## src/rtl/barrido_sistema.sv

```systemverilog
// Truth-table sweeper: drives {A,B,C,D} through all 16 vectors and captures h_in per vector.
// Optional golden comparison on the error output is enabled by defining SISTEMA_CHECK_EN.
module barrido_sistema #(
    parameter int unsigned SETTLE = 1,
    parameter logic [15:0] GOLDEN = 16'h0FCD
) (
    input  logic        clk,
    input  logic        rst_n,
    input  logic        start,
    input  logic        abort,
    input  logic        h_in,
    output logic        A,
    output logic        B,
    output logic        C,
    output logic        D,
    output logic        busy,
    output logic        done,
    output logic [15:0] tabla,
    output logic        error
);

    typedef enum logic [1:0] {
        ST_IDLE,
        ST_SETTLE,
        ST_SAMPLE,
        ST_DONE
    } state_t;

    localparam logic [3:0] SETTLE_LD = SETTLE[3:0];

    state_t      state_q, state_d;
    logic [3:0]  idx_q, idx_d;
    logic [3:0]  cnt_q, cnt_d;
    logic [15:0] tabla_q, tabla_d;
    logic [3:0]  abcd_q, abcd_d;
    logic        busy_q, busy_d;
    logic        done_q, done_d;
    logic        accept;
    logic        last_sample;

    assign accept      = (state_q == ST_IDLE) && start && !abort;
    assign last_sample = (state_q == ST_SAMPLE) && !abort && (idx_q == 4'd15);

    always_comb begin
        state_d = state_q;
        idx_d   = idx_q;
        cnt_d   = cnt_q;
        tabla_d = tabla_q;
        case (state_q)
            ST_IDLE: begin
                if (accept) begin
                    tabla_d = '0;
                    idx_d   = '0;
                    cnt_d   = SETTLE_LD;
                    state_d = ST_SETTLE;
                end
            end
            ST_SETTLE: begin
                if (abort) begin
                    state_d = ST_IDLE;
                end else begin
                    cnt_d = cnt_q - 4'd1;
                    if (cnt_q <= 4'd1) state_d = ST_SAMPLE;
                end
            end
            ST_SAMPLE: begin
                if (abort) begin
                    state_d = ST_IDLE;
                end else begin
                    tabla_d[idx_q] = h_in;
                    if (idx_q == 4'd15) begin
                        state_d = ST_DONE;
                    end else begin
                        idx_d   = idx_q + 4'd1;
                        cnt_d   = SETTLE_LD;
                        state_d = ST_SETTLE;
                    end
                end
            end
            default: state_d = ST_IDLE;
        endcase
    end

    // Outputs are registered from the next state so they line up with state_q.
    always_comb begin
        busy_d = (state_d == ST_SETTLE) || (state_d == ST_SAMPLE);
        done_d = (state_d == ST_DONE);
        abcd_d = busy_d ? idx_d : '0;
    end

    always_ff @(posedge clk) begin
        if (!rst_n) begin
            state_q <= ST_IDLE;
            idx_q   <= '0;
            cnt_q   <= '0;
            tabla_q <= '0;
            abcd_q  <= '0;
            busy_q  <= 1'b0;
            done_q  <= 1'b0;
        end else begin
            state_q <= state_d;
            idx_q   <= idx_d;
            cnt_q   <= cnt_d;
            tabla_q <= tabla_d;
            abcd_q  <= abcd_d;
            busy_q  <= busy_d;
            done_q  <= done_d;
        end
    end

    assign {A, B, C, D} = abcd_q;
    assign busy         = busy_q;
    assign done         = done_q;
    assign tabla        = tabla_q;

`ifdef SISTEMA_CHECK_EN
    logic error_q, error_d;

    // Compared against the completed table so the flag is valid in the DONE cycle.
    always_comb begin
        error_d = error_q;
        if (accept)           error_d = 1'b0;
        else if (last_sample) error_d = (tabla_d != GOLDEN);
    end

    always_ff @(posedge clk) begin
        if (!rst_n) error_q <= 1'b0;
        else        error_q <= error_d;
    end

    assign error = error_q;
`else
    assign error = 1'b0;
`endif

endmodule

```

## config.mk

```make
export PLATFORM = sky130hd
export DESIGN_NAME = barrido_sistema
export DESIGN_NICKNAME = d
export VERILOG_FILES = /design/src/rtl/barrido_sistema.sv
export SDC_FILE = /design/constraint.sdc
export NUM_CORES = 1
export LEC_CHECK = 0
export BUFFER_PORTS_ARGS = -buffer_cell sky130_fd_sc_hd__buf_2
export CELL_PAD_IN_SITES_DETAIL_PLACEMENT = 1
export CELL_PAD_IN_SITES_GLOBAL_PLACEMENT = 2
export CORE_MARGIN = 1.5
export CORE_UTILIZATION = 36
export CTS_BUF_LIST = sky130_fd_sc_hd__clkbuf_4 sky130_fd_sc_hd__clkbuf_8 sky130_fd_sc_hd__clkbuf_16
export CTS_CLUSTER_SIZE = 8
export DETAILED_ROUTE_END_ITERATION = 12
export GPL_TIMING_DRIVEN = 0
export PLACE_DENSITY_LB_ADDON = 0.12
export SLEW_MARGIN = 20
export SYNTH_ARGS = -nofsm -noshare
export SYNTH_HDL_FRONTEND = slang
export SYNTH_SLANG_ARGS = --single-unit
```

## constraint.sdc

```tcl
create_clock -name clk -period 4.5 [get_ports clk]
set_clock_uncertainty 0.15 [all_clocks]
set_input_delay 0.9 -clock clk [delete_from_list [all_inputs] [get_ports clk]]
set_output_delay 0.9 -clock clk [all_outputs]
set_load 0.02 [all_outputs]
```

### Yosys cells after proc, flatten, opt, wreduce, memory -nomap -nowiden

Cells that the tools add are included.

* $add $sub $neg: 2
* $lt $le $gt $ge: 3
* eq/ne operators: 10
* mux-type cells: 21
* reduce and logical (&&, ||, !) cells: 11

Operators with widths (count)
* $mux 16: 2
* $pmux 16 s2: 1
* $mux 4: 7
* $bwmux 16: 1
* $pmux 4 s3: 1
* $mux 2: 5
* $ne 2x2->1 const B: 4
* $pmux 4 s2: 1
* $eq 2x2->1 const B: 3
* $pmux 2 s3: 1
* $lt 4x5->1 const B: 1
* $reduce_and 5->1: 1
* $add 4x1->4 const B: 1
* $demux 1 s4: 1
* $eq 2x1->1 const B: 2
* $eq 4x4->1 const B: 1
* $ge 4x1->1 const B: 1
* $le 4x1->1 const B: 1
* $sub 4x1->4 const B: 1
* $logic_and 1x1->1: 3
* $reduce_and 3->1: 1
* $reduce_bool 3->1: 1
* $logic_not 2->1: 1
* $reduce_and 2->1: 1
* 4 further kinds: 4

* bits in registers: 32
* input port bits: 5
* word-level logic and storage cells: 54

### Logic depth before layout (Yosys ltp)

Gate-level depths: netlist of the first run.

* depth after elaboration: 8
* depth in mapped cells: 8

### Worst setup path after synthesis of the first run

No wires, ideal clock.

* path type: input port to flip-flop
* start point: input port abort
* end point: register abcd_q[3]
* arrival time: 2168 ps
* required time: 4218 ps
* slack: 2051 ps
* cell stages on the path: 8
* path through: buf_6 > or2_1 > buf_2 > or2_2 > nand2_1 > ha_1 > nand2_1 > o32ai_1

* longest elaborated chain between the ends: 7
* elaborated cells on any way between the ends: 13
* those cells by class: eq/ne (2); mux (7); reduce/logical (4)

RTL lines
* start: declaration: RTL line 10 `input logic abort,`
* $logic_not 1->1
* $logic_and 1x1->1: RTL line 41 `assign accept = (state_q == ST_IDLE) && start && !abort;`
* $mux 2: RTL line 51 `if (accept) begin`
* $pmux 2 s3 *: RTL line 49 `case (state_q)`
* named net state_d[0]: RTL line 31 `state_t state_q, state_d;`
* $eq 2x1->1 / $eq 2x2->1 (equally long branches): RTL line 86 `busy_d = (state_d == ST_SETTLE) || (state_d == ST_SAMPLE);`
* $logic_or 1x1->1 *: RTL line 86
* named net busy_d: RTL line 36 `logic busy_q, busy_d;`
* $reduce_and 2->1 (no source line) *
* end signal: assignment: RTL line 97 `abcd_q <= '0;`
* end signal: assignment: RTL line 105 `abcd_q <= abcd_d;`
* end: declaration: RTL line 35 `logic [3:0] abcd_q, abcd_d;`

The timed path passes the listed nets; every way through them passes the cells marked *.
A chain may end at the register's enable or synchronous reset.

### Worst setup path in the final report of the first run

* start point: input port start
* end point: register abcd_q[3]

* longest elaborated chain between the ends: 7
* elaborated cells on any way between the ends: 10
* those cells by class: eq/ne (2); mux (4); reduce/logical (4)

RTL lines
* start: declaration: RTL line 9 `input logic start,`
* $logic_and 1x1->1 * (2 in a row): RTL line 41
* $mux 2 *: RTL line 51
* $pmux 2 s3 *: RTL line 49
* named net state_d[0]: RTL line 31
* $eq 2x1->1 / $eq 2x2->1 (equally long branches): RTL line 86
* $logic_or 1x1->1 *: RTL line 86
* named net busy_d: RTL line 36
* $reduce_and 2->1 (no source line) *

Marked as above.

==> results of run 1 <==
==> cells by family (layout without fill, tap and decap cells) <==
group	after synthesis	in the layout	synth area share
AOI/OAI and AO/OA	53	53	0.224
other	1	1	0.00224
muxes	1	1	0.00598
DFF	32	32	0.383
adders and majority gates	7	7	0.0523
and+or+nand+nor	75	75	0.261
buffers and inverters	24	57	0.0717
==> placed cells by master (no fill, tap or decap), types with 2 or more instances in the layout <==
master,Yosys,layout
buf_2,9,34
dfxtp_1,32,32
nand2_1,21,21
a211oi_1,18,18
o22ai_1,15,15
a21oi_1,8,8
nand3b_1,8,8
inv_1,7,7
nand3_1,7,7
nand4_1,7,7
ha_1,7,7
clkbuf_8,0,7
nor2_1,6,6
nand2b_1,4,4
clkbuf_1,4,4
or3b_2,4,4
or2_2,3,3
buf_6,2,2
or4_1,2,2
or2_1,2,2
o31ai_1,2,2
o311ai_1,2,2
o32ai_1,2,2
==> stage by stage <==
stage	std cells	hold slack [ns]
2_1_floorplan	193	0.316
3_3_place_gp	270	0.297
3_5_place_dp	270	0.315
4_1_cts	278	0.324
5_1_grt	278	0.347
6_report	278	0.326
==> critical path: stages <==
cell and delay (ns):
buf_2 0.12, nor2_1 0.47, or2_2 0.23, nand2_1 0.06
ha_1 0.32, nand2_1 0.13, o32ai_1 0.32
==> power groups by stage <==
| stage | combinational, mW | sequential [mW] | clock, mW |
|---|---|---|---|
| detailed placement | 0.0595 | 0.297 | 0 |
| finish | 0.0598 | 0.291 | 0.306 |
| floorplan | 0.0426 | 0.297 | 0 |
| global placement | 0.0564 | 0.297 | 0 |
| global route | 0.0661 | 0.291 | 0.323 |
| CTS | 0.0595 | 0.291 | 0.310 |
==> worst paths after layout <==
path / start / cells past startpoint / end
worst max-delay path: start / 7 / abcd_q[3]
worst min-delay path: tabla[11] / 2 / tabla[11]
worst max register to register: state_q[1] / 7 / abcd_q[3]
worst min register to register: tabla[11] / 2 / tabla[11]
==> registers in the layout (all words and copies together), names as in the netlist <==
name	flops
state_q	2
idx_q	4
done	1
abcd_q	4
tabla	16
busy	1
cnt_q	4
==> final cells by class <==
cell class | count | share of cell area
multi-input combinational | 137 | 0.459
sequential | 32 | 0.322
timing repair buffer | 25 | 0.0629
clock buffer | 7 | 0.0484
buffer | 17 | 0.0471
tap | 52 | 0.0327
clock inverter | 1 | 0.0151
inverter | 7 | 0.0132
==> layer usage <==
metal / vias up / track usage / part of all wire
met1: 809 / 0.255 / 0.45
li1: 780 / - / -
met3: 7 / 0.0399 / 0.035
met2: 31 / 0.363 / 0.50
met4: 0 / 0.0692 / 0.016
met5: - / 0 / 0
==> impl_metrics.py, run 1 <==
metrics = {
    "clock_tree": {
        "post_cts_resized": 0,
        "clock_path_buffers": 2,
        "htreeDepth": 2,
        "cts-buffers-inserted": 5,
        "path_clk_slew_ns": 0.07,
        "cts_tree": "built",
        "cts_num_sinks": 32,
        "cts-root-buf": "clkbuf_8",
        "clk_latency_ns": 0.29,
        "hold_buffers": 0,
        "cts_setup_buffers": 0,
    },
    "worst_setup_path": {
        "arrival_ns": 2.56,
        "worstPathRequired_ns": 4.54,
        "path_class": "input pin to register",
        "r2r_slack_ns": 2.27,
        "cp-start-kind": "input pin",
        "cp_max_fo": 8,
        "end_kind": "register",
    },
    "global_routing": {
        "grt_use_total": 0.208,
        "antenna_found_initial": 0,
        "first_global_vias": 1668,
        "overflow": 0,
        "grt_pass1_wl_um": 8260,
        "grt_max_degree": 11,
    },
    "synth": {
        "synth.largest_area_cell": "dfxtp_1",
        "synth.top_cells.by_area": "dfxtp_1, a211oi_1, o22ai_1",
        "synth_nets": 205,
        "synth_edf_count": 0,
        "yosysTopAreaCellShare": 0.383,
        "ys_seq_area_frac": 0.383,
        "synth.most_common_cell": "dfxtp_1",
        "yosys_register_bits": 32,
        "synthesis.area_um2": 1670,
        "avgSynthCellArea_um2": 8.67,
        "ys_top_cells_by_count": "dfxtp_1, nand2_1, a211oi_1, o22ai_1, buf_2",
        "yosysWarnings": 0,
        "postSynth.asyncResetShare": 0,
        "synth_cell_types": 43,
        "synth-main-ff-cell": "dfxtp_1",
        "synthCells": 193,
    },
    "final_layout": {
        "final_nets": 237,
        "final_util": 0.451,
        "final_area_um2": 1990,
        "multi_input_area_um2": 913,
        "syn_to_final_growth_pct": 18.9,
        "regArea_um2": 641,
        "fillers": 544,
        "drive_gt1_frac": 0.252,
        "antenna_cells": 0,
    },
    "timing": {
        "layout_min_cycle_time_ns": 2.51,
        "relSlewSlack": 0.595,
        "hold_viol_final": 0,
        "fmaxAchievable_ghz": 0.398,
        "min_period_over_period": 0.558,
        "setup_tns_ns": 0,
        "rsz0062_at_grt": "false",
        "setup_viol": 0,
        "fin_ws_ns": 1.99,
        "drv_slew": 0,
        "tightest_slew_ns": 0.606,
    },
    "placed_design": {
        "dp_hpwl_um": 3710,
        "port_buffers": 25,
        "gp_congestion": 0.816,
        "placed_area_um2": 1860,
        "dp_slack_ns": 1.68,
    },
    "floorplan": {
        "initial_core_util": 0.379,
        "die_area_um2": 5070,
        "ioPinCount": 28,
        "die_w_um": 71.2,
        "die_h_um": 71.2,
        "core_um2": 4410,
        "std_cell_rows": 24,
    },
    "power": {
        "power_density_nw_per_um2": 330,
        "p_int_mw": 0.504,
        "ir_worst_vdd_v": 0.000159,
        "switching_share": 0.231,
        "clkPwrFrac": 0.466,
        "p_seq_frac": 0.443,
        "power_frac_comb": 0.091,
        "p_leak_nw": 0.779,
        "p_sw_mw": 0.152,
        "total_power_mw": 0.656,
    },
    "routing": {
        "drt_iter0_markers": 58,
        "vias_per_cell": 5.85,
        "routed_wl_um": 4920,
        "drt-wirelength-per-cell_um": 17.7,
        "ant_nets": 0,
        "drc": 0,
        "first_pass_iters": 4,
        "vias": 1627,
    },
    "status": {
        "status": "complete, no violations",
    },
    "run": {
        "drv_cap": 0,
    },
    "hold_path": {
        "hp-class": "register to register",
    },
}
Power figures use the tool's default switching activity.
==> run 2: changes to the inputs <==
ABC_AREA = 1   (was not set)
CORE_UTILIZATION = 31   (was 36)
clock period = 2.4 ns   (was 4.5 ns; I/O delays follow)
==> impl_metrics.py, run 2 <==
metrics = {
    "timing": {
        "tightest_slew_ns": 0.644,
        "min_period_over_period": 0.770,
        "fin_ws_ns": 0.553,
        "hold_viol_final": 0,
        "fmaxAchievable_ghz": 0.541,
        "setup_tns_ns": 0,
        "holdWs_ns": 0.297,
        "layout_min_cycle_time_ns": 1.85,
        "drv_slew": 0,
        "rsz0062_at_grt": "false",
        "setup_viol": 0,
        "relSlewSlack": 0.570,
    },
    "final_layout": {
        "final_nets": 279,
        "drive_gt1_frac": 0.220,
        "antenna_cells": 0,
        "most-common-layout-cells": "nand2_1, dfxtp_1, inv_1",
        "multi_input_area_um2": 871,
        "mostFrequentLayoutCell": "nand2_1",
        "final_util": 0.386,
        "syn_to_final_growth_pct": 18.5,
        "largest_reg_flops": 16,
        "regArea_um2": 641,
        "final_area_um2": 1980,
        "final_cells": 338,
        "fillers": 675,
    },
    "synth": {
        "ys_seq_area_frac": 0.383,
        "avgSynthCellArea_um2": 7.15,
        "synth_compound_area_frac": 0.174,
        "synth_cell_types": 24,
        "synth-main-ff-cell": "dfxtp_1",
        "synth_nets": 246,
        "synthSimpleGateAreaFrac": 0.292,
        "synth.top_cells.by_area": "dfxtp_1, nand2_1, inv_1",
        "yosys_register_bits": 32,
        "synth.largest_area_cell": "dfxtp_1",
        "synthAdderAreaFrac": 0.0524,
        "postSynth.asyncResetShare": 0,
        "synth.most_common_cell": "nand2_1",
        "yosysTopAreaCellShare": 0.383,
        "synth_top_family_by_area": "simple AND/OR/NAND/NOR gates",
        "synthesis.area_um2": 1670,
        "yosysWarnings": 0,
        "synth_mux_area_frac": 0,
        "ys_top_cells_by_count": "nand2_1, dfxtp_1, inv_1, nor2_1, a21oi_1",
        "synth_edf_count": 0,
        "synthCells": 234,
        "synthXorXnorAreaFrac": 0,
    },
    "routing": {
        "vias": 1527,
        "drt_iter0_markers": 30,
        "first_pass_iters": 4,
        "routed_wl_um": 4220,
        "drt-wirelength-per-cell_um": 12.5,
        "vias_per_cell": 4.52,
        "drc": 0,
        "ant_nets": 0,
    },
    "clock_tree": {
        "hold_buffers": 0,
        "clock_path_buffers": 2,
        "post_cts_resized": 0,
        "clk_latency_ns": 0.29,
        "path_clk_slew_ns": 0.07,
        "cts_num_sinks": 32,
        "cts-buffers-inserted": 5,
        "cts_tree": "built",
        "htreeDepth": 2,
        "cts-root-buf": "clkbuf_8",
        "cts_setup_buffers": 0,
    },
    "global_routing": {
        "grt_use_total": 0.158,
        "overflow": 0,
        "first_global_vias": 1555,
        "antenna_found_initial": 0,
        "grt_max_degree": 11,
        "grt_pass1_wl_um": 7270,
    },
    "floorplan": {
        "die_w_um": 76.5,
        "initial_core_util": 0.325,
        "die_h_um": 76.5,
        "std_cell_rows": 26,
        "core_um2": 5140,
        "die_area_um2": 5850,
        "ioPinCount": 28,
    },
    "power": {
        "ir_worst_vdd_v": 0.000286,
        "power_density_nw_per_um2": 546,
        "p_leak_nw": 0.874,
        "total_power_mw": 1.08,
    },
    "run": {
        "drv_cap": 0,
    },
    "worst_setup_path": {
        "path_class": "register to register",
        "worstPathRequired_ns": 2.42,
        "end_kind": "register",
        "arrival_ns": 1.87,
        "cp-start-kind": "register",
        "cp_max_fo": 7,
    },
    "placed_design": {
        "dpl.cell_count": 330,
        "gp_congestion": 0.730,
        "dp_slack_ns": 0.309,
        "dp_hpwl_um": 3270,
        "placed_area_um2": 1890,
        "port_buffers": 26,
    },
    "hold_path": {
        "hp-class": "input pin to register",
    },
    "status": {
        "status": "complete, no violations",
    },
}
## run 2: cell types whose count changed after synthesis, sizes merged, moves of 9 or more
cell	delta
a211oi	-18
nor2	+18
a21oi	+20
buf	-9
o22ai	-14
o21ai	+17
inv	+22
nand2	+53
## run 2: critical path, stage by stage (launching register included)
cell and delay [ns]:
dfxtp_1 0.45, ha_1 0.21, nand3_1 0.17, o22ai_1 0.27, ha_1 0.27, nand2_1 0.16, a21oi_1 0.06
## run 2: power breakdown
part | switching, mW | internal (mW) | leakage (nW)
clock | 0.209 | 0.229 | 0.0510
sequential | 0.00609 | 0.538 | 0.258
combinational | 0.0673 | 0.0326 | 0.565
## run 2: cell type report
class,count,area share
Multi-Input combinational cell,167,0.439
Sequential cell,32,0.323
Timing Repair Buffer,26,0.0656
Inverter,29,0.0549
Tap cell,70,0.0442
Clock buffer,6,0.0416
Buffer,6,0.0265
Clock inverter,2,0.00505
## run 2: cells by family after synthesis
logic type / after synthesis
adders and majority gates: 7
and+or+nand+nor: 110
buffers and inverters: 35
DFF: 32
other: 1
AOI/OAI and AO/OA: 49
## run 2: worst paths after layout
check | from | to | slack (ns) | cells past startpoint
hold reg to reg | tabla[4] | tabla[4] | 0.31 | 2
setup / recovery | idx_q[0] | abcd_q[2] | 0.55 | 6
hold / removal | rst_n | done | 0.30 | 3
setup reg to reg | idx_q[0] | abcd_q[2] | 0.55 | 6
## run 2: layer usage
metal  part of all wire  global-route usage  up-vias
li1                   -                   -      805
met1               0.48               0.196      700
met2               0.48               0.265       15
met3              0.025              0.0359        7
met4              0.015              0.0611        0
met5                  0                   0        -
